--- src/rtl/hazard_control.sv ---
// rtl/hazard_control.sv - stall/flush control for the 5-stage pipeline with mult/div busy tracking and perf counters
module hazard_control #(
    parameter int MD_LATENCY = 4,
    parameter int STAT_W     = 32
) (
    input  logic              clk,
    input  logic              reset,
    input  logic [4:0]        idRs,
    input  logic [4:0]        idRt,
    input  logic              idUsesRs,
    input  logic              idUsesRt,
    input  logic              idHiLoUse,
    input  logic [4:0]        exWriteReg,
    input  logic              exRegWrite,
    input  logic              exMemRead,
    input  logic              exMulDivStart,
    input  logic              exRedirect,
    output logic              pcStall,
    output logic              ifidStall,
    output logic              ifidFlush,
    output logic              idexFlush,
    output logic              mdBusy,
    output logic [STAT_W-1:0] stallCount,
    output logic [STAT_W-1:0] redirectCount
);

    localparam logic [3:0]        MD_LOAD  = 4'(MD_LATENCY);
    localparam logic [STAT_W-1:0] STAT_ONE = {{(STAT_W-1){1'b0}}, 1'b1};

    logic [3:0]        mdCount_q, mdCount_d;
    logic [STAT_W-1:0] stallCount_q, stallCount_d;
    logic [STAT_W-1:0] redirectCount_q, redirectCount_d;

    logic loadUse;
    logic hiloHaz;
    logic stallReq;

    always_comb begin
        loadUse  = exMemRead && exRegWrite && (exWriteReg != 5'd0) &&
                   ((idUsesRs && (idRs == exWriteReg)) ||
                    (idUsesRt && (idRt == exWriteReg)));
        // busy is forced low in reset so an aborted mult/div window is not visible
        mdBusy   = !reset && (mdCount_q != 4'd0);
        hiloHaz  = idHiLoUse && (mdBusy || exMulDivStart);
        stallReq = loadUse || hiloHaz;
    end

    always_comb begin
        pcStall   = 1'b0;
        ifidStall = 1'b0;
        ifidFlush = 1'b0;
        idexFlush = 1'b0;
        if (reset) begin
            ifidFlush = 1'b1;
            idexFlush = 1'b1;
        end else if (exRedirect) begin
            // ID holds a wrong-path instruction, so any stall it requests is moot
            ifidFlush = 1'b1;
            idexFlush = 1'b1;
        end else if (stallReq) begin
            pcStall   = 1'b1;
            ifidStall = 1'b1;
            idexFlush = 1'b1;
        end
    end

    always_comb begin
        mdCount_d       = mdCount_q;
        stallCount_d    = stallCount_q;
        redirectCount_d = redirectCount_q;
        if (exMulDivStart) begin
            mdCount_d = MD_LOAD;
        end else if (mdCount_q != 4'd0) begin
            mdCount_d = mdCount_q - 4'd1;
        end
        if (pcStall && !(&stallCount_q)) begin
            stallCount_d = stallCount_q + STAT_ONE;
        end
        if (exRedirect && !(&redirectCount_q)) begin
            redirectCount_d = redirectCount_q + STAT_ONE;
        end
    end

    // state moves on the falling edge, in step with the pipeline stage registers
    always_ff @(negedge clk) begin
        if (reset) begin
            mdCount_q       <= 4'd0;
            stallCount_q    <= '0;
            redirectCount_q <= '0;
        end else begin
            mdCount_q       <= mdCount_d;
            stallCount_q    <= stallCount_d;
            redirectCount_q <= redirectCount_d;
        end
    end

    assign stallCount    = stallCount_q;
    assign redirectCount = redirectCount_q;

endmodule

--- config.mk ---
export PLATFORM = sky130hd
export DESIGN_NAME = hazard_control
export DESIGN_NICKNAME = d
export VERILOG_FILES = /design/src/rtl/hazard_control.sv
export SDC_FILE = /design/constraint.sdc
export NUM_CORES = 1
export LEC_CHECK = 0
export ABC_AREA = 0
export CAP_MARGIN = 20
export CORE_MARGIN = 2
export CORE_UTILIZATION = 42
export CTS_BUF_LIST = sky130_fd_sc_hd__clkbuf_8
export DETAILED_ROUTE_END_ITERATION = 12
export PLACE_DENSITY_LB_ADDON = 0.25
export SYNTH_ARGS = -nofsm -noshare
export SYNTH_HDL_FRONTEND = slang
export SYNTH_SLANG_ARGS = --single-unit
export TNS_END_PERCENT = 5
--- constraint.sdc ---
create_clock -name clk -period 5.5 [get_ports clk]
set_input_delay 1.1 -clock clk [delete_from_list [all_inputs] [get_ports clk]]
set_output_delay 1.1 -clock clk [all_outputs]
set_load 0.01 [all_outputs]
==> impl_metrics.csv, run 1 <==
group,metric,value,unit
outcome,outcome,"complete, but fails checks",
outcome,violations,"setup timing",
yosys,netlist_instances,424,
pwr,powerDensity,244.3,nW/um^2
worst_setup_path,crit_arrival,3.47,ns
worst_setup_path,critical-path-max-stage-delay,0.51,ns
yosys,synth_edf_count,0,
cells_and_area,syn_to_final_growth,53.05,%
drt,dr_total_vias,3863,
cells_and_area,postLayoutCoreUtil,65.96,%
yosys,synth.yosys.seq_area_share,38.64,%
timing,setup_viol,35,
drt,firstDrtPassIters,6,
placed_design,post-place-cells,621,
drt,postRouteAntennaNets,0,
drt,drc_errors,0,
floorplan,core,8175,sq um
clock_network,cts_tree,"built",
pwr,leakage,2.165,nW
worst_setup_path,required,3.07,ns
drt,avgViaCountPerCell,5.418,
floorplan,start_util,43.10,%
clock_network,htreeDepth,3,
clock_network,clk_latency,0.40,ns
yosys,syn-num-nets,451,
timing,fin_hold_ws,0.5060,ns
floorplan,dieArea,9137,sq um
floorplan,die_w,95.59,microns
pwr,ir_drop,0.1200,mV
yosys,avgSynthCellArea,8.310,sq um
grt,grt_pass1_vias,3748,
cells_and_area,fin_nets,631,
timing,setup-tns-final,-9.959,ns
floorplan,fp-row-count,33,
grt,antenna_found_initial,0,
drt,wirelength,9.786,mm
grt,grt_max_degree,61,
placed_design,io_buffers,92,
worst_setup_path,crit_chain,"clkdlybuf4s50_1, xor2_1, nor4_4, a222oi_1, buf_4, or3_4, buf_12, or4_1, a21oi_1",
timing,slew_violations,0,
pwr,post-layout-total-power,1.318,mW
timing,fin_skew,0.03559,ns
clock_network,cts_made_buffers,9,
yosys,synth_ff_type,"dfxtp_1",
timing,final-hold-violation-count,0,
yosys,synth_seq_cells,68,
grt,grt_pass1_wl,15.73,mm
clock_network,clkSinkCount,68,
min_path,holdCritPathClass,"flop to flop",
timing,layout_setup_ws,-0.4021,ns
placed_design,hpwl,6.189,mm
timing,worst_pin_slew,0.8703,ns
worst_setup_path,crit_slowest_cell,"or4_1",
drt,drtIter0Drc,145,
cells_and_area,drive_gt1_share,14.80,%
cells_and_area,final_cell_mix,"79 x clkdlybuf4s50_1, 72 x inv_1, 66 x dfxtp_1",
floorplan,dieHeight,95.59,microns
worst_setup_path,cp_top_family,"simple AND/OR/NAND/NOR gates",
cells_and_area,fin_cells,713,
cells_and_area,layout_commonest_cell,"clkdlybuf4s50_1",
clock_network,clk_pin_slew_worst_paths,0.04,ns
clock_network,clock_tree.root_cell,"clkbuf_8",
grt,track_usage,21.23,%
worst_setup_path,cp-start-kind,"input port",
yosys,synth_async_sr_flop_share,0,%
yosys,ys_types,47,
worst_setup_path,path_class,"input port to flop",
worst_setup_path,crit_path_end_kind,"flop",
worst_setup_path,crit_buf_inv,3,
placed_design,place.gp.congestion,0.8014,
floorplan,io_pins,93,
clock_network,cts_buffer_depth,2,
yosys,synth_warnings,0,
drt,post_drt_wl_per_cell,13.73,microns
run,drv_cap,0,
timing,rsz0062_at_grt,"yes",
cells_and_area,n_antenna_cell,0,
yosys,synth_area,3523,sq um
timing,relSlewSlack,41.63,%
grt,grt-ovfl-total,0,
clock_network,ctsHoldBuffers,0,
worst_setup_path,critPathMaxFanout,11,
cells in the mapped netlist, drive strengths merged, types with 2 or more instances:
cell type  instances  area [sq um]
nor3               8         40.04
and3              15         93.84
clkbuf            15         57.55
nand4b             4         35.03
a21oi             31         155.2
xnor2              6         52.55
nand3             33         165.2
dfxtp             68          1361
o21ai             15         75.07
and2               6         37.53
buf                8         58.80
nor4               4         55.05
xor2              38         332.8
nand2             27         101.4
or4               14         105.1
and4               9         78.83
inv                6         22.52
ha                 3         37.54
o31ai             15         112.6
nand4             21         131.4
or3               13         81.33
nor2b              2         12.51
nand2b             2         12.51
nor2              45         168.9
state kept, by name, summed over array words and instances (netlist names):
signal,count
mdCount_q,4
redirectCount,32
stallCount,32
layout make-up:
| cell class | instances | area [sq um] |
|---|---|---|
| fillers | 706 | 2783 |
| multi-input cells | 327 | 2175 |
| flip-flops and latches | 68 | 1364 |
| repair buffers | 125 | 1216 |
| clock inverters | 74 | 364.1 |
| well taps | 105 | 131.4 |
| clock buffers | 9 | 123.9 |
| inverters | 5 | 18.77 |
through the flow:
stage               setup slack [ns]  area, sq um
finish                       -0.4021         5393
detailed placement           -0.8361         4647
CTS                          -0.3499         5239
global placement             -0.7845         4647
global route                 -0.4667         5393
floorplan                    -0.1957         3531
kinds of logic after synthesis:
logic type               count (synthesis)  share of synthesized area (%)
AND/OR/NAND/NOR                        209                          33.17
adder cells (fa/ha/maj)                  3                          1.065
buffers and inverters                   29                          3.941
multiplexers                             1                         0.2841
XOR/XNOR                                44                          10.94
AO/OA/AOI/OAI                           70                          11.97
flip-flops                              68                          38.64
worst min-delay path, cell delays in order (launching register included):
cell,delay (ns)
dfxtp_1,0.32
o31ai_1,0.08
a21oi_1,0.06
repair_timing:
action / in CTS / in global routing
pin swaps: 16 / 10
endpoints found under the setup margin: 36 / 35
gates cloned: 1 / 1
resized for setup: 40 / 26
buffers inserted: 4 / 4
per-layer routing:
layer / share of wire (%) / GRT usage (%) / up-vias
met5: 0 / 0 / -
met2: 50 / 35.26 / 125
met3: 5.5 / 7.747 / 8
li1: - / - / 1909
met4: 0.87 / 10.60 / 0
met1: 44 / 23.90 / 1821
report_power, final:
part	internal, mW	total (mW)	switching [mW]
registers	0.501	0.505	0.00468
clock network	0.365	0.699	0.334
logic	0.0611	0.113	0.0524
total	0.926	1.32	0.391
final timing paths:
path	from	endpoint	slack [ns]	depth (start not counted)
hold / removal	stallCount[17]$_SDFFE_NP0P_	stallCount[17]$_SDFFE_NP0P_	0.51	2
setup / recovery	idRt[1]	stallCount[19]$_SDFFE_NP0P_	-0.40	9
hold reg to reg	stallCount[17]$_SDFFE_NP0P_	stallCount[17]$_SDFFE_NP0P_	0.51	2
setup reg to reg	redirectCount[0]$_SDFFE_NP0P_	redirectCount[15]$_SDFFE_NP0P_	2.90	7
(Power assumes the default switching activity.)
==> run 2: changes to the inputs <==
Settings changed: GPL_ROUTABILITY_DRIVEN set to 0.
==> results of run 2 <==
Final layout, timing and power as in run 1 (identical DEF).
==> run 3: changes to the inputs <==
Settings changed: HOLD_SLACK_MARGIN set to 0.1, SKIP_LAST_GASP set to 1.
==> run 3 against run 2 <==
The flow still finishes with violations (setup timing). Critical endpoint is now ifidStall. Largest cell class unchanged. Power decreased by 0.64%. Largest power group unchanged. Global-route usage decreased by 0.083 points. Highest routed layer unchanged. Cell count decreased by 0.56%.
==> impl_metrics.csv, run 3 (same netlist as run 1, synthesis figures left out) <==
group,metric,value,unit
outcome,outcome,"complete, but fails checks",
outcome,violations,"setup timing",
clock_network,clk_pin_slew_worst_paths,0.03,ns
grt,grt_max_degree,61,
timing,setup_viol,36,
floorplan,start_util,43.10,%
clock_network,cts_tree,"built",
drt,drc_errors,0,
cells_and_area,syn_to_final_growth,48.83,%
worst_setup_path,path_class,"flop to primary output",
grt,grt_pass1_vias,3743,
drt,drtIter0Drc,123,
clock_network,cts_made_buffers,9,
timing,worst_pin_slew,0.8572,ns
timing,slew_violations,0,
min_path,holdCritPathClass,"flop to flop",
cells_and_area,drive_gt1_share,10.26,%
clock_network,clkSinkCount,68,
drt,firstDrtPassIters,5,
grt,grt-ovfl-total,0,
timing,fin_skew,0.03449,ns
floorplan,io_pins,93,
worst_setup_path,required,4.40,ns
placed_design,io_buffers,92,
floorplan,dieHeight,95.59,microns
clock_network,cts_buffer_depth,2,
cells_and_area,final_cell_mix,"84 x clkdlybuf4s50_1, 72 x inv_1, 66 x dfxtp_1",
floorplan,fp-row-count,33,
pwr,leakage,2.090,nW
worst_setup_path,critPathLaunch,"mdCount_q[0]$_SDFFE_NP0P_",
clock_network,clock_tree.root_cell,"clkbuf_8",
grt,grt_pass1_wl,15.66,mm
clock_network,htreeDepth,3,
placed_design,post-place-cells,621,
min_path,min-delay-start,"stallCount[4]$_SDFFE_NP0P_",
timing,rsz0062_at_grt,"yes",
drt,post_drt_wl_per_cell,13.28,microns
drt,dr_total_vias,3833,
timing,layout_setup_ws,-0.3463,ns
drt,wirelength,9.412,mm
placed_design,hpwl,6.189,mm
placed_design,preCtsSetupSlack,-0.8361,ns
drt,postRouteAntennaNets,0,
floorplan,die_w,95.59,microns
floorplan,dieArea,9137,sq um
worst_setup_path,cp-start-kind,"flop",
drt,avgViaCountPerCell,5.406,
timing,relSlewSlack,42.51,%
cells_and_area,layout_commonest_cell,"clkdlybuf4s50_1",
run,drv_cap,0,
cells_and_area,fin_cells,709,
worst_setup_path,critPathMaxFanout,3,
worst_setup_path,reg2reg_from,"redirectCount[0]$_SDFFE_NP0P_",
pwr,powerDensity,249.7,nW/um^2
worst_setup_path,crit_path_end_kind,"primary output",
grt,antenna_found_initial,0,
cells_and_area,fin_nets,627,
timing,final-hold-violation-count,0,
grt,track_usage,21.15,%
pwr,ir_drop,0.1203,mV
floorplan,core,8175,sq um
clock_network,clk_latency,0.40,ns
worst_setup_path,crit_arrival,4.75,ns
cells_and_area,n_antenna_cell,0,
worst_setup_path,r2r_slack,2.91,ns
clock_network,ctsHoldBuffers,0,
run 3: changes by cell type in the layout (fill, tap and decap cells not counted), sizes merged:
cell / previous run / this run
buf: 35 / 31
clkbuf: 10 / 9
clkdlybuf4s50: 79 / 84
dlygate4sd2: 6 / 5
dlymetal6s2s: 3 / 0
run 3: cell type report:
class / count / area [sq um]
fillers: 721 / 2932
clock buffers: 9 / 123.9
clock inverters: 74 / 364.1
repair buffers: 121 / 1167
well taps: 105 / 131.4
multi-input cells: 327 / 2074
inverters: 5 / 18.77
flip-flops and latches: 68 / 1364
run 3: per-stage QoR:
step / util, % / area, sq um / TNS (ns) / hold WS, ns / power (mW)
after global routing: 64.14 / 5244 / -11.11 / 0.5242 / 1.409
after detailed placement: 56.84 / 4647 / -23.80 / 0.4884 / 0.6839
after floorplan: - / 3531 / -3.751 / 0.4846 / 0.6351
after global placement: 56.84 / 4647 / -22.00 / 0.4811 / 0.6821
after CTS: 64.00 / 5233 / -7.073 / 0.4950 / 1.330
final: 64.14 / 5244 / -7.772 / 0.4892 / 1.309
run 3: power breakdown:
group          switching (mW)  total (mW)  internal, mW
clock network           0.331       0.695         0.365
registers             0.00466       0.505         0.501
logic                  0.0495       0.108        0.0588
total                   0.385        1.31         0.924
run 3: final timing paths:
path | endpoint | cells past startpoint
worst min register to register | stallCount[4]$_SDFFE_NP0P_ | 1
worst max register to register | redirectCount[15]$_SDFFE_NP0P_ | 7
worst max-delay path | ifidStall | 8
worst min-delay path | stallCount[4]$_SDFFE_NP0P_ | 1
run 3: what timing repair did:
item | 4_1_cts | 5_1_grt
buffers inserted | 4 | 1
pin swaps | 5 | 2
endpoints found under the setup margin | 36 | 36
cloned | 1 | 0
resized for setup | 27 | 1
run 3: critical path: stages (launching register included):
cell and delay, ns:
dfxtp_2 0.31, inv_2 0.07, ha_4 0.13, nor3b_4 0.21, o21bai_2 0.10, a222oi_1 0.44
buf_4 0.21, nor2_4 0.04, buf_6 0.11
run 3: metal layers:
layer	up-vias	track usage, %	wire (microns)
met5	-	0	0
met4	0	11.19	111
met3	12	7.826	527
met2	124	34.73	4620
met1	1788	23.80	4153
li1	1909	-	-
